### config.mk
export PLATFORM = sky130hd
export DESIGN_NAME = forward_hazard_unit
export DESIGN_NICKNAME = d
export VERILOG_FILES = /design/src/rtl/forward_hazard_unit_pkg.sv /design/src/rtl/forward_hazard_unit_fwd_select.sv /design/src/rtl/forward_hazard_unit.sv
export SDC_FILE = /design/constraint.sdc
export NUM_CORES = 1
export LEC_CHECK = 0
export CAP_MARGIN = 20
export CORE_MARGIN = 8
export CORE_UTILIZATION = 40
export DETAILED_ROUTE_END_ITERATION = 10
export PLACE_DENSITY = 0.67
export SYNTH_ARGS = -nofsm -noshare
export SYNTH_HDL_FRONTEND = slang
export SYNTH_SLANG_ARGS = --single-unit
### constraint.sdc
create_clock -name clk -period 1.5 [get_ports clk]
set_clock_uncertainty 0.15 [all_clocks]
set_input_delay 0.225 -clock clk [delete_from_list [all_inputs] [get_ports clk]]
set_output_delay 0.225 -clock clk [all_outputs]
set_load 0.02 [all_outputs]
### src/rtl/forward_hazard_unit_pkg.sv
// Shared forwarding-select encodings and default register address width for the
// hazard unit and the EX-stage operand muxes.
package forward_hazard_unit_pkg;
  localparam int DEF_REG_ADDR_W = 5;

  // bit1 picks the EX/MEM ALU result, bit0 picks the writeback value
  localparam logic [1:0] FWD_REG = 2'b00;
  localparam logic [1:0] FWD_MUX = 2'b01;
  localparam logic [1:0] FWD_ALU = 2'b10;
endpackage

### src/rtl/forward_hazard_unit_fwd_select.sv
// One operand's forward select: compares a source register against the MEM and
// WB shadow records; the MEM (most recent) producer wins.
module fwd_select
  import forward_hazard_unit_pkg::*;
#(
  parameter int              W    = DEF_REG_ADDR_W,
  parameter logic [W-1:0]    ZERO = '0
) (
  input  logic [W-1:0] src,
  input  logic [W-1:0] mem_dst,
  input  logic         mem_we,
  input  logic [W-1:0] wb_dst,
  input  logic         wb_we,
  output logic [1:0]   sel
);
  always_comb begin
    sel = FWD_REG;
    if (mem_we && mem_dst != ZERO && mem_dst == src)
      sel = FWD_ALU;
    else if (wb_we && wb_dst != ZERO && wb_dst == src)
      sel = FWD_MUX;
  end
endmodule

### src/rtl/forward_hazard_unit.sv
// Shadow EX/MEM/WB destination tracking, operand forward selects and load-use stall.
// Optional counters are built when HAZARD_STATS_EN is defined.
module forward_hazard_unit
  import forward_hazard_unit_pkg::*;
#(
  parameter int REG_ADDR_W = DEF_REG_ADDR_W,
  parameter int ZERO_REG   = 0
) (
  input  logic                  clk,
  input  logic                  reset,
  input  logic                  idValid,
  input  logic [REG_ADDR_W-1:0] idRs,
  input  logic [REG_ADDR_W-1:0] idRt,
  input  logic                  idUsesRt,
  input  logic [REG_ADDR_W-1:0] idWriteReg,
  input  logic                  idRegWrite,
  input  logic                  idMemRead,
  input  logic                  flush,
  output logic [1:0]            forwardA,
  output logic [1:0]            forwardB,
  output logic                  stall
`ifdef HAZARD_STATS_EN
  ,
  output logic [31:0]           stallCount,
  output logic [31:0]           fwdAluCount,
  output logic [31:0]           fwdMuxCount
`endif
);
  localparam logic [REG_ADDR_W-1:0] ZERO = REG_ADDR_W'(ZERO_REG);

  typedef struct packed {
    logic [REG_ADDR_W-1:0] rs;
    logic [REG_ADDR_W-1:0] rt;
    logic [REG_ADDR_W-1:0] dst;
    logic                  reg_write;
    logic                  mem_read;
  } ex_rec_t;

  typedef struct packed {
    logic [REG_ADDR_W-1:0] dst;
    logic                  reg_write;
  } wb_rec_t;

  ex_rec_t ex_d, ex_q;
  wb_rec_t mem_d, mem_q, wb_d, wb_q;

  always_comb begin
    stall = idValid && ex_q.mem_read && ex_q.dst != ZERO &&
            (ex_q.dst == idRs || (idUsesRt && ex_q.dst == idRt));
    // stalled or flushed instructions leave an all-zero bubble behind
    ex_d = '0;
    if (idValid && !stall && !flush) begin
      ex_d.rs        = idRs;
      ex_d.rt        = idRt;
      ex_d.dst       = idWriteReg;
      ex_d.reg_write = idRegWrite;
      ex_d.mem_read  = idMemRead;
    end
    mem_d.dst       = ex_q.dst;
    mem_d.reg_write = ex_q.reg_write;
    wb_d            = mem_q;
  end

  always_ff @(posedge clk) begin
    if (reset) begin
      ex_q  <= '0;
      mem_q <= '0;
      wb_q  <= '0;
    end else begin
      ex_q  <= ex_d;
      mem_q <= mem_d;
      wb_q  <= wb_d;
    end
  end

  fwd_select #(.W(REG_ADDR_W), .ZERO(ZERO)) u_sel_a (
    .src(ex_q.rs), .mem_dst(mem_q.dst), .mem_we(mem_q.reg_write),
    .wb_dst(wb_q.dst), .wb_we(wb_q.reg_write), .sel(forwardA)
  );

  fwd_select #(.W(REG_ADDR_W), .ZERO(ZERO)) u_sel_b (
    .src(ex_q.rt), .mem_dst(mem_q.dst), .mem_we(mem_q.reg_write),
    .wb_dst(wb_q.dst), .wb_we(wb_q.reg_write), .sel(forwardB)
  );

`ifdef HAZARD_STATS_EN
  logic [31:0] stall_cnt_d, stall_cnt_q;
  logic [31:0] alu_cnt_d, alu_cnt_q;
  logic [31:0] mux_cnt_d, mux_cnt_q;

  // one increment per cycle even when both operands forward; wraps freely
  always_comb begin
    stall_cnt_d = stall_cnt_q + 32'(stall);
    alu_cnt_d   = alu_cnt_q + 32'(forwardA == FWD_ALU || forwardB == FWD_ALU);
    mux_cnt_d   = mux_cnt_q + 32'(forwardA == FWD_MUX || forwardB == FWD_MUX);
  end

  always_ff @(posedge clk) begin
    if (reset) begin
      stall_cnt_q <= '0;
      alu_cnt_q   <= '0;
      mux_cnt_q   <= '0;
    end else begin
      stall_cnt_q <= stall_cnt_d;
      alu_cnt_q   <= alu_cnt_d;
      mux_cnt_q   <= mux_cnt_d;
    end
  end

  assign stallCount  = stall_cnt_q;
  assign fwdAluCount = alu_cnt_q;
  assign fwdMuxCount = mux_cnt_q;
`endif
endmodule

==> metrics, run 1 <==
final RePlAce weighted congestion=0.9124; Seq. cell area=590.6 um2; cells after synthesis=134; vias in the first global route=1230; min-delay src=ex_q[1]$_SDFF_PP0_; Worst-path clk slew=0.10 ns; Seq/Total Area, Yosys=0.4300; Worst path max stage delay=0.55 ns; Yosys reg bits=29; H-Tree Depth=2; Syn Area/Cell=10.07 um2; share of cells above drive strength 1=0.4140; Yosys top cell by area=dfxtp_1; Peak supply drop=0.0005128 V; Synth warnings=0; initial antenna violation count=0; hold_ws=0.2964 ns; Post-Syn Area=1350 um2; Skew-Pair Late Insertion Delay=0.32 ns; detailed placer's ending HPWL=2541 um; Die Wd=74.10 um; Crit-path slowest cell=or4_4; drt drc=0; Crit path top cell by count=nor4_4; CP Cell Sequence=or4_4 > o21ai_4 > nor4_4 > nor4_4 > buf_4; core box area=3284 um2; Worst EP arrival=1.84 ns; Post-Syn Nets=156; WL/cell=14.42 um; CP Buf/Inv Count=1; setup TNS=-4.211 ns; Final Slew Violations=0; top post-synthesis cells by area=dfxtp_1 43%, xnor2_1 10%, xor2_1 9.1%; failing checks=setup timing; Detailed Route Iter0 Violations=12; count of final setup violators=22; max_slew headroom=0.8013; Netlist cell types=24; Max Fanout on Critical Path=2; # IOs=27; FP Rows=21; Area Overhead vs Synth=50.05%; Overflow after GRT=0; total track usage=0.1315; Clock Path Buffers=2; Crit Path Class=register to output port; maxcap violations=0; Hold Vio Cnt, Final=0; post-synth top area share=0.4300; min-delay worst type=register to register; routed wire length=3346 um; Critical Path Source=mem_q[5]$_SDFF_PP0_; Root Driver=clkbuf_4; critical path required time=1.12 ns; Fill cells=292; chip height=74.10 um; largest net degree at the start of global routing=18; DR pass1 iterations=4; DR vias/cell=4.832; die area=5490 um2; multi-input logic area=843.3 um2; first-pass GRT wire length=5464 um; DRT antenna net count=0; Final #Nets=207; Largest delay share family, worst path=simple AND/OR/NAND/NOR gates; Initial Utilization=0.4110; CTS Buf Count=5; CTS Sinks=29; hold_buf cts=0; CP Capture Type=output port; leak pwr=0.8269 nW; outcome=finished, violations left; unrepaired setup endpoints after global routing=yes; routed vias=1121; Startpoint Class=register; Port Buf Inserts=26; final worst slack=-0.7172 ns; Slew @ Worst Pin=0.2959 ns; Power per Cell Area=771.6 nW/um2; final worst-path cycle share=1.478; worst reg2reg startpoint=ex_q[4]$_SDFF_PP0_; post-route minimum period=2.217 ns; achievable clock frequency=451.0 MHz; CTS tree=built; n_diodes=0
-- Yosys cell counts, drive strengths merged --
| cell type | instances |
|---|---|
| nor2 | 1 |
| a21oi | 17 |
| o22ai | 1 |
| buf | 3 |
| nand2 | 2 |
| xor2 | 14 |
| o21ai | 2 |
| xnor2 | 16 |
| nand3b | 7 |
| nor2b | 13 |
| or3 | 1 |
| or4 | 4 |
| nand3 | 13 |
| dfxtp | 29 |
| nor4 | 4 |
| o311a | 1 |
| clkbuf | 4 |
| nand4 | 1 |
| and2 | 1 |
-- per-layer routing --
layer,track usage,wire [um],vias up
met5,0,0,-
li1,-,-,570
met2,0.2363,1853,28
met4,0.03991,34,0
met3,0.05391,202,5
met1,0.1352,1256,518
-- worst reg2reg max path: stages (launching register included) --
cell and delay [ns]:
dfxtp_1 0.37, or3_1 0.33, o311a_1 0.35, buf_12 0.18
a21oi_2 0.14
-- what timing repair did --
action / in CTS / in global routing
gates resized for setup: 35 / 16
endpoints found under the setup margin: 22 / 22
pin swaps: 7 / 3
buffers inserted: 0 / 1
-- placed cells by master, fill, tap and decap left out, types with 2 or more instances in the layout --
| cell type | n |
|---|---|
| nand2_1 | 2 |
| buf_12 | 2 |
| nor4_4 | 4 |
| xnor2_2 | 4 |
| clkbuf_8 | 2 |
| dfxtp_2 | 8 |
| buf_4 | 27 |
| clkbuf_4 | 5 |
| or4_4 | 3 |
| xor2_1 | 14 |
| nand3_1 | 13 |
| a21oi_2 | 17 |
| nand3b_1 | 7 |
| dfxtp_1 | 21 |
| nor2b_1 | 13 |
| xnor2_1 | 12 |
| clkdlybuf4s50_1 | 21 |
-- state kept, by name (all words and copies together), names as in the netlist --
signal / flops
ex_q: 17
mem_q: 6
wb_q: 6
-- stage by stage --
step	setup slack, ns	cells	total power [mW]	utilization	cell area [um2]
finish	-0.7172	232	1.563	0.6168	2026
global placement	-0.7847	224	1.012	0.5634	1851
detailed placement	-0.8441	224	1.017	0.5634	1851
CTS	-0.7449	232	1.563	0.5962	1958
global route	-0.7879	232	1.631	0.6168	2026
floorplan	-0.2878	134	0.9078	-	1399
-- report_power, final --
part / total (mW) / internal [mW] / switching, mW
Sequential: 0.801 / 0.787 / 0.0140
Combinational: 0.218 / 0.126 / 0.0925
Clock: 0.544 / 0.271 / 0.273
-- kinds of logic (layout without fill, tap and decap cells) --
logic type,count (synthesis),after routing,share of synthesized area
and+or+nand+nor,47,47,0.2197
xor gates and xnor gates,30,30,0.1946
DFF,29,29,0.4300
AOI/OAI and AO/OA,21,21,0.1177
buffers and inverters,7,59,0.03799
-- layout make-up --
type	count	share of cell area
multi-input cells	98	0.4163
flip-flops and latches	29	0.2915
clock buffers	7	0.03212
repair buffers	51	0.2292
clock inverters	1	0.002471
well taps	46	0.02841
-- path summary, 6_finish.rpt --
check / endpoint / slack (ns) / depth (start not counted)
worst max register to register: ex_q[8]$_SDFF_PP0_ / -0.09 / 4
worst min register to register: mem_q[0]$_SDFF_PP0_ / 0.30 / 1
worst min-delay path: mem_q[0]$_SDFF_PP0_ / 0.30 / 1
worst max-delay path: forwardA[0] / -0.72 / 5
Note: power is estimated with default switching activity, not from simulation.
==> run 2: changes to the inputs <==
PLACE_DENSITY = not set   (was 0.67)
PLACE_DENSITY_LB_ADDON = 0.15   (was not set)
==> run 2 against run 1 <==
Net effect:
- the run still ends with setup timing left
- register-to-register slack barely moved
- sequential share of layout area shrank 0.11 points
- non-clock buffer count increased by 4
- combinational power about the same
- wire length decreased by 5.9%
- sequential power is essentially flat
- critical endpoint unchanged
- highest routed layer unchanged
==> metrics, run 2 (same netlist as run 1, synthesis figures left out) <==
outcome=finished, violations left; failing checks=setup timing; achievable clock frequency=458.7 MHz; first-pass GRT wire length=5188 um; die area=5490 um2; core box area=3284 um2; Fill cells=267; Final Non-Filler Cells=236; R2R cell count=4; routed wire length=3148 um; Overflow after GRT=0; Final Slew Violations=0; Startpoint Class=register; FP Rows=21; Area Overhead vs Synth=50.60%; Power per Cell Area=772.5 nW/um2; Gate power share=0.139; Hold Vio Cnt, Final=0; Port Buf Inserts=26; final RePlAce weighted congestion=0.8569; Worst EP arrival=1.80 ns; final worst-path cycle share=1.453; vias in the first global route=1147; switching share of power=0.2440; n_diodes=0; Hold Crit Depth=3; Skew-Pair Late Insertion Delay=0.33 ns; Largest register FFs=17; leak pwr=0.8613 nW; min-delay src=idMemRead; CTS tree=built; r2r endpoint=ex_q[10]$_SDFF_PP0_; Clk pwr share=0.351; max_slew headroom=0.7995; Max Fanout on Critical Path=2; post-route minimum period=2.180 ns; sequential power share=0.510; Crit Path Class=register to output port; hold_ws=0.2964 ns; CP Capture Type=output port; DR vias/cell=4.640; CTS Buf Count=5; Peak supply drop=0.0004523 V; Detailed Route Iter0 Violations=32; Hold Path End=ex_q[0]$_SDFF_PP0_; H-Tree Depth=2; hold_buf cts=0; DR pass1 iterations=2; chip height=74.10 um; largest net degree at the start of global routing=18; largest reg by FF count=ex_q; maxcap violations=0; Worst-path clk slew=0.10 ns; DRT antenna net count=0; Final #Nets=211; WL/cell=13.34 um; unrepaired setup endpoints after global routing=yes; initial antenna violation count=0; NetSw=0.3832 mW; Clock Path Buffers=2; total track usage=0.1245; CTS Sinks=29; min-delay worst type=input pin to register; share of cells above drive strength 1=0.4000; Root Driver=clkbuf_4; drt drc=0; routed vias=1095; biggest regs=ex_q: 17 flops, mem_q: 6 flops, wb_q: 6 flops; Initial Utilization=0.4110; internal power=1.187 mW; most common cell after layout, fill and taps aside=buf_4; Die Wd=74.10 um; reg-to-reg slack, setup=-0.09 ns; detailed placer's ending HPWL=2452 um; dpl cells=227; PnR Total Power=1.571 mW; final worst slack=-0.6799 ns; count of final setup violators=22; critical path required time=1.12 ns; worst reg2reg startpoint=ex_q[2]$_SDFF_PP0_; most frequent cells in the layout=30 x buf_4, 21 x dfxtp_1, 21 x clkdlybuf4s50_1; # IOs=27; Slew @ Worst Pin=0.2986 ns
-- run 2: worst max-delay path by stage --
stage | endpoint | startpoint | slack [ns] | depth (start not counted)
after global routing | forwardB[0] | ex_q[11]$_SDFF_PP0_ | -0.76 | 4
final | forwardA[0] | ex_q[16]$_SDFF_PP0_ | -0.68 | 4
after detailed placement | stall | idRs[4] | -0.83 | 6
after floorplan | forwardA[0] | mem_q[5]$_SDFF_PP0_ | -0.29 | 4
after global placement | forwardB[0] | ex_q[10]$_SDFF_PP0_ | -0.79 | 4
after CTS | forwardA[0] | wb_q[3]$_SDFF_PP0_ | -0.70 | 4
-- run 2: per-layer routing --
| layer | GRT usage | vias up | wire length [um] | part of all wire |
|---|---|---|---|---|
| met5 | 0 | - | 0 | 0 |
| met4 | 0.05987 | 0 | 72 | 0.023 |
| met3 | 0.04852 | 10 | 140 | 0.044 |
| met2 | 0.2080 | 27 | 1578 | 0.50 |
| met1 | 0.1342 | 485 | 1356 | 0.43 |
| li1 | - | 573 | - | - |
-- run 2: stage by stage --
stage / utilization / area, um2 / setup TNS, ns / worst slack [ns]
floorplan: - / 1399 / -1.389 / -0.2878
global placement: 0.5703 / 1873 / -9.088 / -0.7870
detailed placement: 0.5703 / 1873 / -9.942 / -0.8251
CTS: 0.6000 / 1971 / -3.999 / -0.7012
global route: 0.6190 / 2033 / -5.401 / -0.7566
finish: 0.6190 / 2033 / -3.874 / -0.6799
-- run 2: repair_timing --
action,CTS,global route
setup buffers,0,1
setup endpoints to repair,22,22
resized for setup,32,12
pin swaps,4,5
-- run 2: layout make-up --
class                      count  area, um2  area share
clock buffer                   7      65.06     0.03200
clock inverter                 1      5.005    0.002462
sequential                    29      590.6      0.2905
multi-input combinational     98      827.0      0.4068
tap                           46      57.56     0.02831
timing repair buffer          55      488.0      0.2400
-- run 2: critical path, stage by stage, from the launching register on --
cell and delay (ns):
dfxtp_1 0.36, xor2_1 0.15, or4_4 0.53, nor4_4 0.27, buf_4 0.17
-- run 2: power groups by stage --
| stage | registers (mW) | clock network (mW) | logic [mW] |
|---|---|---|---|
| floorplan | 0.817 | 0 | 0.0912 |
| global placement | 0.818 | 0 | 0.201 |
| detailed placement | 0.818 | 0 | 0.204 |
| CTS | 0.800 | 0.566 | 0.212 |
| global route | 0.803 | 0.594 | 0.235 |
| finish | 0.801 | 0.551 | 0.219 |
